[src/rtl/operand_fetch.sv]
// rtl/operand_fetch.sv - operand fetch stage: register-file read with writeback bypass,
// pending-writer scoreboard for RAW/WAW stalls, one-entry valid/ready output register.
module operand_fetch #(
  parameter int OPW = 4
) (
  input  logic           clk,
  input  logic           reset,
  input  logic           in_valid,
  output logic           in_ready,
  input  logic [OPW-1:0] in_op,
  input  logic [2:0]     in_src_a,
  input  logic [2:0]     in_src_b,
  input  logic           in_use_a,
  input  logic           in_use_b,
  input  logic [2:0]     in_dst,
  input  logic           in_dst_en,
  output logic [2:0]     rf_addr_a,
  output logic [2:0]     rf_addr_b,
  input  logic [7:0]     rf_data_a,
  input  logic [7:0]     rf_data_b,
  input  logic           wb_we,
  input  logic [2:0]     wb_addr,
  input  logic [7:0]     wb_data,
  output logic           out_valid,
  input  logic           out_ready,
  output logic [OPW-1:0] out_op,
  output logic [7:0]     out_a,
  output logic [7:0]     out_b,
  output logic [2:0]     out_dst,
  output logic           out_dst_en,
  output logic [7:0]     busy
);

  logic           out_valid_q;
  logic [OPW-1:0] out_op_q;
  logic [7:0]     out_a_q;
  logic [7:0]     out_b_q;
  logic [2:0]     out_dst_q;
  logic           out_dst_en_q;
  logic [7:0]     busy_q;
  logic [7:0]     busy_d;

  logic [7:0]     opnd_a;
  logic [7:0]     opnd_b;
  logic [7:0]     clr;
  logic [7:0]     eff_busy;
  logic [7:0]     set_vec;
  logic           hazard;
  logic           accept;

  assign rf_addr_a = in_src_a;
  assign rf_addr_b = in_src_b;

  // The register file only updates at the edge, so a same-cycle writeback must be forwarded.
  assign opnd_a = (wb_we && (wb_addr == in_src_a)) ? wb_data : rf_data_a;
  assign opnd_b = (wb_we && (wb_addr == in_src_b)) ? wb_data : rf_data_b;

  always_comb begin
    clr = 8'h00;
    for (int i = 0; i < 8; i++) begin
      clr[i] = wb_we && (wb_addr == 3'(i));
    end
  end

  assign eff_busy = busy_q & ~clr;

  assign hazard = (in_use_a  && eff_busy[in_src_a]) ||
                  (in_use_b  && eff_busy[in_src_b]) ||
                  (in_dst_en && eff_busy[in_dst]);

  assign in_ready = (!out_valid_q || out_ready) && !hazard;
  assign accept   = in_valid && in_ready;

  // OR-ing the set after masking the clear lets a new writer win over a retiring one.
  assign set_vec = (accept && in_dst_en) ? (8'h01 << in_dst) : 8'h00;
  assign busy_d  = (busy_q & ~clr) | set_vec;

  always_ff @(posedge clk) begin
    if (reset) begin
      out_valid_q  <= 1'b0;
      out_op_q     <= '0;
      out_a_q      <= 8'h00;
      out_b_q      <= 8'h00;
      out_dst_q    <= 3'd0;
      out_dst_en_q <= 1'b0;
      busy_q       <= 8'h00;
    end else begin
      if (accept) begin
        out_valid_q  <= 1'b1;
        out_op_q     <= in_op;
        out_a_q      <= opnd_a;
        out_b_q      <= opnd_b;
        out_dst_q    <= in_dst;
        out_dst_en_q <= in_dst_en;
      end else if (out_ready) begin
        out_valid_q  <= 1'b0;
      end
      busy_q <= busy_d;
    end
  end

  assign out_valid  = out_valid_q;
  assign out_op     = out_op_q;
  assign out_a      = out_a_q;
  assign out_b      = out_b_q;
  assign out_dst    = out_dst_q;
  assign out_dst_en = out_dst_en_q;
  assign busy       = busy_q;

endmodule
[config.mk]
export PLATFORM = sky130hd
export DESIGN_NAME = operand_fetch
export DESIGN_NICKNAME = d
export VERILOG_FILES = /design/src/rtl/operand_fetch.sv
export SDC_FILE = /design/constraint.sdc
export NUM_CORES = 1
export LEC_CHECK = 0
export BUFFER_PORTS_ARGS = -buffer_cell sky130_fd_sc_hd__buf_2
export CAP_MARGIN = 25
export CORE_AREA = 3 3 109 85
export DETAILED_ROUTE_END_ITERATION = 7
export DIE_AREA = 0 0 112 88
export GPL_TIMING_DRIVEN = 0
export PLACE_DENSITY = 0.51
export SLEW_MARGIN = 20
export SYNTH_ARGS = -nofsm -noshare
export SYNTH_HDL_FRONTEND = slang
export SYNTH_SLANG_ARGS = --single-unit
[constraint.sdc]
create_clock -name clk -period 3.8 [get_ports clk]
set_input_delay 1.14 -clock clk [delete_from_list [all_inputs] [get_ports clk]]
set_output_delay 1.14 -clock clk [all_outputs]
set_load 0.05 [all_outputs]
# Word level (Yosys, flattened, before mapping)
# Cells that the tools add are included.
dict set report totals {
  regBits 33
  latchBits 0
  ramBits 0
  romBits 0
  out_inout_bits 40
  wordCells 57
  memories 0
}
dict set report classes {
  addsub 0
  multipliers 0
  div 0
  n_lt_le_gt_ge 3
  n_eq_ne 9
  n_shift 1
  n_mux 11
  bitwise 3
  n_reduce_logical 23
}
# operator count
set ops {}
lappend ops {{two-way mux 8 bit} 3}
lappend ops {{logical AND 1 bit} 16}
lappend ops {{equality test 3 bit (second input constant)} 4}
lappend ops {{< comparator 3 x 4 -> 1 bit (second input constant)} 3}
lappend ops {{binary-select mux 1 bit (select 3 bit)} 3}
lappend ops {{AND 8 bit} 1}
lappend ops {{NOT 8 bit} 1}
lappend ops {{OR 8 bit} 1}
lappend ops {{left shift 1 x 3 -> 8 bit (first input constant)} 1}
lappend ops {{equality test 3 x 2 -> 1 bit (second input constant)} 2}
lappend ops {{equality test 3 bit} 2}
lappend ops {{two-way mux 1 bit} 5}
lappend ops {{equality test 3 x 1 -> 1 bit (second input constant)} 1}
lappend ops {{zero test 3 bit} 1}
lappend ops {{logical OR 1 bit} 3}
lappend ops {{zero test 1 bit} 2}
lappend ops {{nonzero test 2 bit} 1}

# Depth between registers and ports, before layout
# Gate-level depths: netlist of run 1.
dict set report depth {
  ltp_word 15
  depth_mapped 9
}

# Worst setup path before layout of run 1
# Ideal clock, no wire load.
dict set report synth_timing {
  path_type {input-to-output}
  start {input port wb_addr[0]}
  end {output port in_ready}
  t_arrival_ns 2.861
  required_time_ns 2.660
  slack_ns -0.201
  cell_stages 6
  cell_sequence {buf_6 -> nor4b_4 -> o221ai_1 -> a21oi_1 -> o32ai_4 -> nor2_1}
}
dict set report synth_between {
  elab_chain_cells 11
}
# item line_no
set synth_lines {}
lappend synth_lines {{start, declared} 22} ;# input logic [2:0] wb_addr,
lappend synth_lines {{equality test 3 x 1 -> 1 bit (tied with other cells)} 61} ;# clr[i] = wb_we && (wb_addr == 3'(i));
lappend synth_lines {{logical AND 1 bit} 61}
lappend synth_lines {{NOT 8 bit *} 65} ;# assign eff_busy = busy_q & ~clr;
lappend synth_lines {{AND 8 bit *} 65}
lappend synth_lines {{binary-select mux 1 bit (select 3 bit) (on tied branches)} {67, 68}}
lappend synth_lines {{two-way mux 1 bit (on tied branches)} {67, 68}}
lappend synth_lines {{logical AND 1 bit (on tied branches)} {67, 68}}
lappend synth_lines {{logical OR 1 bit} 67} ;# assign hazard = (in_use_a && eff_busy[in_src_a]) ||
lappend synth_lines {{logical OR 1 bit *} 68} ;# (in_use_b && eff_busy[in_src_b]) ||
lappend synth_lines {{zero test 1 bit *} 71} ;# assign in_ready = (!out_valid_q || out_ready) && !hazard;
lappend synth_lines {{logical AND 1 bit *} 71}
lappend synth_lines {{end, declared} 9} ;# output logic in_ready,
# Mark *: on every way between the ends. The rest lies on a longest branch, timed or not. The select of a mux whose other input is x is not followed.

# Final worst setup path of run 1
dict set report layout_timing {
  start {input port wb_we}
  end {output port in_ready}
}
dict set report layout_between {
  elab_chain_cells 10
}
# item line_no
set layout_lines {}
lappend layout_lines {{start, declared} 21} ;# input logic wb_we,
lappend layout_lines {{logical AND 1 bit} 61}
lappend layout_lines {{NOT 8 bit *} 65}
lappend layout_lines {{AND 8 bit *} 65}
lappend layout_lines {{binary-select mux 1 bit (select 3 bit) (on tied branches)} {67, 68}}
lappend layout_lines {{two-way mux 1 bit (on tied branches)} {67, 68}}
lappend layout_lines {{logical AND 1 bit (on tied branches)} {67, 68}}
lappend layout_lines {{logical OR 1 bit} 67}
lappend layout_lines {{logical OR 1 bit *} 68}
lappend layout_lines {{zero test 1 bit *} 71}
lappend layout_lines {{logical AND 1 bit *} 71}
# Marked as above.

==> results of run 1 <==
-- through the flow --
stage               TNS (ps)  hold slack (ps)  instance area (um^2)   util  setup WS [ps]
floorplan                  0              705                  2050      -           18.6
global placement        -344              460                  2610  0.314           -344
detailed placement      -332              467                  2610  0.314           -332
CTS                    -19.4              476                  2780  0.334          -19.4
global route           -75.6              503                  2810  0.339          -75.6
finish                     0              472                  2810  0.339           17.6
-- state kept, by name, summed over array words and instances (netlist names) --
register    count
out_dst         3
out_valid       1
out_op          4
out_dst_en      1
out_b           8
busy            8
out_a           8
-- layer usage --
metal,up-vias,part of all wire
li1,1026,-
met1,958,0.51
met2,54,0.42
met3,4,0.065
met4,0,0.0042
met5,-,0
-- critical path: cells and delay by family --
| family | cells | cell delay, ps |
|---|---|---|
| compound gates | 3 | 720 |
| buf+inv | 3 | 420 |
| simple gates | 2 | 360 |
-- timing repair --
item                                    in CTS  in global routing
hold buffers                                 0                  0
buffers inserted                             5                  1
pin swaps                                    9                  5
hold endpoints to repair                     0                  0
endpoints found under the setup margin       1                  1
resized for setup                           11                  7
-- report_power, final --
part | total, W | leakage, nW | internal [W] | switching (W)
Sequential | 0.000386 | 0.271 | 0.000372 | 0.0000136
Combinational | 0.000346 | 0.921 | 0.000116 | 0.000230
Clock | 0.000267 | 0.0443 | 0.000144 | 0.000123
-- layout make-up --
cell class	count	area [um^2]
fill	883	5500
multi-input combinational	158	1250
timing repair buffer	89	475
buffer	22	175
sequential	33	661
tap	108	135
inverter	7	26.3
clock buffer	7	86.3
-- cells by family (layout without fill, tap and decap cells) --
group | count (synthesis) | in the layout | share of synthesized area
AOI/OAI and AO/OA | 74 | 74 | 0.275
and+or+nand+nor | 62 | 62 | 0.199
DFF | 33 | 33 | 0.322
buffers and inverters | 30 | 125 | 0.101
muxes | 16 | 16 | 0.0780
xor gates and xnor gates | 6 | 6 | 0.0256
-- worst max-delay path by stage --
stage / start / end / slack (ps) / cells past startpoint
2_1_floorplan: wb_addr[0] / in_ready / 20 / 6
3_3_place_gp: wb_we / in_ready / -340 / 8
3_5_place_dp: wb_we / in_ready / -330 / 8
4_1_cts: wb_addr[0] / in_ready / -20 / 9
5_1_grt: wb_addr[0] / in_ready / -80 / 10
6_report: wb_we / in_ready / 20 / 8
-- cell usage in the layout, fill, tap and decap left out, types with 2 or more instances in the layout --
cell type  Yosys  final
o22ai_1        2      2
nand3b_1       2      2
buf_6          6      8
dfxtp_1       33     33
o221ai_1       4      2
nand2b_1      10     10
clkbuf_1       5      6
buf_4          7     13
inv_1          7      7
and4b_1        3      2
o32ai_1       13      8
buf_2          2     81
a211oi_2       7      7
o21ai_0        7      7
a211oi_1       9      9
nand4_1        3      3
a21oi_1       25     24
nand4b_1       2      2
o221ai_2       0      2
o32ai_2        1      6
and4bb_2       3      3
xnor2_1        6      6
nand2_1       16     16
nand3_1       10      9
mux2i_1       16     16
or3b_2         2      2
clkbuf_8       2      8
==> qor.csv, run 1 <==
metric,value,unit
grt.total_usage,0.130,
cp.required,2660,ps
dr.pass1.iters,6,
yosysMostFrequentCell,dfxtp_1,
post-place-cells,412,
gr-usage-met3,0.0442,
final_layout_size_suffix_gt1_frac,0.453,
hold_class,flop to flop,
yosys-top-cells-count,"dfxtp_1, a21oi_1, mux2i_1, nand2_1, o32ai_1",
met1_usage,0.185,
die_h,88,um
synth-edff-count,0,
cts-root-buf,clkbuf_8,
cts-buffers-inserted,5,
synth_seq_area_share,0.322,
clockBufferDepth,2,
critPathMaxFanout,10,
finalSetupViolCount,0,
vias_per_cell,4.82,
cp.arrival,2640,ps
r2r_cells,9,
maxSlewViolCount,0,
synthFlopType,dfxtp_1,
critPathSlowestCell,o32ai_4,
synthTopCellsByArea,"dfxtp_1, mux2i_1, a21oi_1",
num-nets-final,364,
die-area,9860,um^2
criticalPathCategory,input port to output pin,
antenna_found_initial,0,
rsz0062_at_grt,yes,
area_delta_synth_final,37.1,%
hold_end,out_op[3]$_SDFFE_PP0P_,
drv_cap,0,
syn_inst,221,
worstSetupEndpointType,output pin,
die_x,112,um
hold_violations,0,
period_minus_slack,3780,ps
fin_crit_sh,0.995,
maxSlewHeadroom,0.518,
drtIter0Drc,93,
core-area,8310,um^2
yosys_warnings,0,
synth.distinct_cells,42,
worstHoldPathCells,2,
port_buffers,83,
clock_sinks,33,
synth_nets,269,
vias,2042,
path_cells,buf_2 > buf_4 > and4b_2 > o32ai_2 > o221ai_2 > o32ai_4 > nor2_2 > buf_6,
fin_cells,424,
routedWlPerCell,15.2,um
worst_pin_slew,721,ps
fin_skew,7.50,ps
hpwl,4900,um
rows,29,
max_stage_delay,320,ps
maxClockFrequency,264,MHz
clk_transition_reported_paths,60,ps
ios,88,
grt_max_degree,12,
yosysTopAreaCellShare,0.322,
grt_pass1_wl,10400,um
timing.rr.end,out_a[6]$_SDFFE_PP0P_,
route.antenna.remaining_nets,0,
netlist.top_cell.by_area,dfxtp_1,
use_met2,0.195,
clk_latency,280,ps
status,"complete, no violations",
place.gp.congestion,0.826,
p_per_area,355,nW/um^2
grt.busiest_layer,met2,
syn_area_per_cell,9.28,um^2
overflow,0,
htree_levels,2,
start_util,0.247,
drc_errors,0,
syn_area,2050,um^2
min-delay-start,out_op[3]$_SDFFE_PP0P_,
start_kind,input port,
grt_pass1_vias,2077,
antenna_cells,0,
peakVddDrop,195,uV
reg2reg_setup_slack,1580,ps
total_power,0.000999,W
reg2reg_from,busy[4]$_SDFF_PP0_,
finalWirelength,6440,um
ys_async_sr_fraction,0,
ys_ff_latch,33,
leakagePower,1.24,nW
cts_tree,yes,
Power figures use the tool's default switching activity.
==> inputs of run 2 (changes only) <==
--- a/config.mk
+++ b/config.mk
@@ -8,6 +8,7 @@
 export BUFFER_PORTS_ARGS = -buffer_cell sky130_fd_sc_hd__buf_2
 export CAP_MARGIN = 25
 export CORE_AREA = 3 3 109 85
+export CTS_BUF_LIST = sky130_fd_sc_hd__clkbuf_4
 export DETAILED_ROUTE_END_ITERATION = 7
 export DIE_AREA = 0 0 112 88
 export GPL_TIMING_DRIVEN = 0
==> qor.csv, run 2 (synthesis gave the netlist of run 1 again) <==
metric,value,unit,change
num-nets-final,364,,unchanged
reg2reg_setup_slack,1570,ps,about the same
vias,2056,,+0.69%
rows,29,,unchanged
post-place-cells,412,,unchanged
area_delta_synth_final,35.2,%,
grt_pass1_wl,10300,um,-0.53%
grt_max_degree,12,,unchanged
vias_per_cell,4.85,,+0.69%
die_x,112,um,unchanged
timing.rr.end,out_a[6]$_SDFFE_PP0P_,,
period_minus_slack,3780,ps,+0.152 ps
clk_transition_reported_paths,100,ps,+40 ps
maxClockFrequency,264,MHz,about the same
overflow,0,,unchanged
port_buffers,83,,unchanged
rsz0062_at_grt,yes,,
finalWirelength,6440,um,about the same
grt_pass1_vias,2049,,-1.3%
p_per_area,332,nW/um^2,-6.5%
whs,476,ps,+4.20 ps
reg2reg_from,busy[4]$_SDFF_PP0_,,
start_kind,input port,,
hpwl,4900,um,unchanged
layout_common_cells,"buf_2, dfxtp_1, a21oi_1, nand2_1, mux2i_1",,
dr.pass1.iters,4,,-2
cts_tree,yes,,
fin_cells,424,,unchanged
cts-buffers-inserted,5,,unchanged
die-area,9860,um^2,unchanged
leakagePower,1.22,nW,-1.2%
htree_levels,2,,unchanged
place.gp.congestion,0.826,,unchanged
criticalPathCategory,input port to output pin,,
final_layout_size_suffix_gt1_frac,0.453,,unchanged
core-area,8310,um^2,unchanged
drv_cap,0,,unchanged
start_util,0.247,,unchanged
place_area,2610,um^2,unchanged
fin_crit_sh,0.995,,about the same
min-delay-start,out_op[3]$_SDFFE_PP0P_,,
final_common_cell,buf_2,,
grt.total_usage,0.131,,+0.000146
finalSetupViolCount,0,,unchanged
worstHoldPathCells,2,,unchanged
clock_sinks,33,,unchanged
cp.arrival,2640,ps,about the same
die_h,88,um,unchanged
antenna_found_initial,0,,unchanged
cp.required,2660,ps,about the same
critPathMaxFanout,10,,unchanged
clockBufferDepth,2,,unchanged
drtIter0Drc,83,,-11%
routedWlPerCell,15.2,um,about the same
r2r_cells,9,,unchanged
maxSlewHeadroom,0.529,,+0.0109
antenna_cells,0,,unchanged
peakVddDrop,184,uV,-5.7%
status,"complete, no violations",,
ios,88,,unchanged
hold_end,out_op[3]$_SDFFE_PP0P_,,
drc_errors,0,,unchanged
clk_latency,320,ps,+40 ps
hold_violations,0,,unchanged
hold_class,flop to flop,,
maxSlewViolCount,0,,unchanged
worstSetupEndpointType,output pin,,
final_area,2780,um^2,-1.3%
route.antenna.remaining_nets,0,,unchanged
worst_pin_slew,705,ps,-16.3 ps
fin_skew,6.81,ps,-0.697 ps
setup-tns-final,0,ps,unchanged
cts-root-buf,clkbuf_4,,
==> run 2: cell types whose count changed in the layout (fill, tap and decap cells not counted), sizes merged <==
cell,before,now
clkbuf,15,14
clkinv,0,1
==> run 2: worst max path at each step <==
| stage | from | to | slack [ps] | cells after the start |
|---|---|---|---|---|
| 3_3_place_gp | wb_we | in_ready | -340 | 8 |
| 4_1_cts | wb_addr[0] | in_ready | -20 | 9 |
| 6_report | wb_we | in_ready | 20 | 8 |
| 2_1_floorplan | wb_addr[0] | in_ready | 20 | 6 |
| 5_1_grt | wb_addr[0] | in_ready | -80 | 10 |
| 3_5_place_dp | wb_we | in_ready | -330 | 8 |
==> run 2: repair_timing <==
action                     CTS  global route
setup endpoints to repair    1             1
hold buffers                 0             0
pin swaps                    9             5
hold endpoints to repair     0             0
gates resized for setup     11             7
buffers inserted             5             1
==> run 2: worst max-delay path: stages <==
cell and delay [ps]:
buf_2 100, buf_4 160, and4b_2 280, o32ai_2 240, o221ai_2 160, o32ai_4 320, nor2_2 80, buf_6 160
==> run 2: per-stage QoR <==
stage	power [W]	util	worst slack [ps]
after global placement	0.000728	0.314	-344
after detailed placement	0.000730	0.314	-332
after CTS	0.000929	0.329	-19.4
after floorplan	0.000637	-	18.6
after global routing	0.000979	0.334	-75.6
final	0.000922	0.334	17.5
==> run 2: cell type report <==
type | count | area (um^2)
Fill cell | 891 | 5530
Multi-Input combinational cell | 158 | 1250
Sequential cell | 33 | 661
Timing Repair Buffer | 89 | 475
Buffer | 22 | 175
Tap cell | 108 | 135
Clock buffer | 6 | 45.0
Inverter | 7 | 26.3
Clock inverter | 1 | 3.75
==> run 2: power breakdown <==
group	switching, W	total (W)	internal [W]
clock	0.000116	0.000190	0.0000744
sequential	0.0000135	0.000385	0.000372
combinational	0.000230	0.000346	0.000116
==> run 2: routing by layer <==
metal | track usage | up-vias | share of wire
met2 | 0.194 | 65 | 0.42
met3 | 0.0442 | 4 | 0.068
li1 | - | 1029 | -
met1 | 0.185 | 958 | 0.50
met5 | 0 | - | 0
met4 | 0.0262 | 0 | 0.0050
==> inputs of run 3 (changes only) <==
--- a/config.mk
+++ b/config.mk
@@ -12,6 +12,7 @@
 export DETAILED_ROUTE_END_ITERATION = 7
 export DIE_AREA = 0 0 112 88
 export GPL_TIMING_DRIVEN = 0
+export MAX_ROUTING_LAYER = met4
 export PLACE_DENSITY = 0.51
 export SLEW_MARGIN = 20
 export SYNTH_ARGS = -nofsm -noshare
==> qor.csv, run 3 (synthesis gave the netlist of run 1 again) <==
metric,value,unit,change
fin_skew,10.5,ps,+3.74 ps
reg2reg_from,busy[4]$_SDFF_PP0_,,
multi_input_area,1260,um^2,+0.20%
grt_max_degree,12,,unchanged
die-area,9860,um^2,unchanged
clk_transition_reported_paths,90,ps,about the same
r2r_cells,8,,-1
worstSetupEndpointType,output pin,,
reg2reg_setup_slack,1610,ps,+40 ps
drc_errors,0,,unchanged
rsz0062_at_grt,yes,,
clk_latency,330,ps,about the same
area_delta_synth_final,36.0,%,
cts_tree,yes,,
finalWirelength,6520,um,+1.1%
start_kind,input port,,
grt.total_usage,0.136,,+0.00558
overflow,0,,unchanged
cpMostUsedCell,buf_6,,
fillers,869,,-2.5%
htree_levels,2,,unchanged
criticalPathCategory,input port to output pin,,
die_x,112,um,unchanged
violations,negative setup slack,,
leakagePower,1.23,nW,+0.50%
finalSetupViolCount,1,,+1
num-nets-final,365,,+0.27%
critPathSlowestCell,nor4b_4,,
seq_area,661,um^2,unchanged
timing.final.ws_setup,-10.1,ps,-27.6 ps
rows,29,,unchanged
utilization,0.336,,+0.00196
final_common_cell,buf_2,,
status,"complete, but fails checks",,
place.gp.congestion,0.861,,+4.2%
cts-buffers-inserted,5,,unchanged
worst_pin_slew,701,ps,-3.77 ps
die_h,88,um,unchanged
cp.required,2660,ps,about the same
vias,2008,,-2.3%
maxSlewViolCount,0,,unchanged
place_area,2610,um^2,unchanged
final_area,2790,um^2,+0.59%
vias_per_cell,4.72,,-2.6%
path_cells,buf_6 > buf_6 > nor4b_4 > buf_4 > o32ai_4 > nor3_4 > o32ai_4 > nor2_2 > buf_6,,
grt_pass1_vias,2060,,+0.54%
worst-path-buf-inv,4,,+1
hold_end,out_op[1]$_SDFFE_PP0P_,,
drtIter0Drc,72,,-13%
hold_class,flop to flop,,
clockBufferDepth,2,,unchanged
whs,480,ps,+4.43 ps
p_per_area,332,nW/um^2,about the same
clock_sinks,33,,unchanged
timing.rr.end,out_a[6]$_SDFFE_PP0P_,,
cts_hold_buf,0,,unchanged
maxClockFrequency,262,MHz,-0.72%
min-delay-start,out_op[1]$_SDFFE_PP0P_,,
drv_cap,0,,unchanged
layout_common_cells,"buf_2, dfxtp_1, a21oi_1, nand2_1, mux2i_1",,
final_layout_size_suffix_gt1_frac,0.445,,-0.00774
peakVddDrop,158,uV,-14%
worstHoldPathCells,2,,unchanged
ios,88,,unchanged
start_util,0.247,,unchanged
port_buffers,83,,unchanged
crit_family,simple AND/OR/NAND/NOR gates,,
cp.arrival,2670,ps,+30 ps
hold_violations,0,,unchanged
dr.pass1.iters,4,,unchanged
core-area,8310,um^2,unchanged
fin_crit_sh,1.00,,+0.00725
maxSlewHeadroom,0.531,,+0.00252
routedWlPerCell,15.3,um,+0.91%
antenna_found_initial,0,,unchanged
antenna_cells,0,,unchanged
critPathMaxFanout,7,,-3
route.antenna.remaining_nets,0,,unchanged
max_stage_delay,330,ps,about the same
hpwl,4930,um,+0.70%
cts-root-buf,clkbuf_4,,
period_minus_slack,3810,ps,+27.6 ps
grt_pass1_wl,10400,um,+1.1%
run 3: report_power, final:
group	internal [W]	leakage (nW)	switching [W]
clock network	0.0000744	0.0292	0.000118
registers	0.000372	0.271	0.0000140
logic	0.000118	0.927	0.000231
total	0.000564	1.23	0.000363
run 3: final cells by class:
class                      count  area share
inverter                       7     0.00941
clock buffer                   6      0.0161
multi-input combinational    158       0.450
clock inverter                 1     0.00134
timing repair buffer          90       0.175
buffer                        22      0.0628
tap                          108      0.0484
sequential                    33       0.237
run 3: worst min-delay path, cell delays in order (launching register included):
cell	delay, ps
dfxtp_1	320
o21ai_0	60
a21oi_1	60
run 3: worst max path at each step:
stage | startpoint | to | depth (start not counted)
finish | wb_addr[2] | in_ready | 9
floorplan | wb_addr[0] | in_ready | 6
global placement | wb_we | in_ready | 8
global route | wb_addr[2] | in_ready | 9
CTS | wb_addr[0] | in_ready | 9
detailed placement | wb_we | in_ready | 8
run 3: per-stage QoR:
| stage | cells | power [W] | setup slack (ps) | TNS (ps) |
|---|---|---|---|---|
| 4_1_cts | 422 | 0.000927 | -10.1 | -10.1 |
| 2_1_floorplan | 221 | 0.000637 | 18.6 | 0 |
| 3_3_place_gp | 412 | 0.000728 | -344 | -344 |
| 5_1_grt | 425 | 0.000978 | -128 | -128 |
| 6_report | 425 | 0.000927 | -10.1 | -10.1 |
| 3_5_place_dp | 412 | 0.000730 | -332 | -332 |
run 3: timing repair:
| action | in CTS | in global routing |
|---|---|---|
| endpoints found under the setup margin | 1 | 1 |
| pin swaps | 9 | 7 |
| resized for setup | 10 | 9 |
| setup buffers | 4 | 3 |
| hold endpoints to repair | 0 | 0 |
run 3: per-layer routing:
layer  wire length (um)  GRT usage
met5                  0          -
met3                347     0.0359
met2               2760      0.199
met1               3370      0.189
met4                 46     0.0295
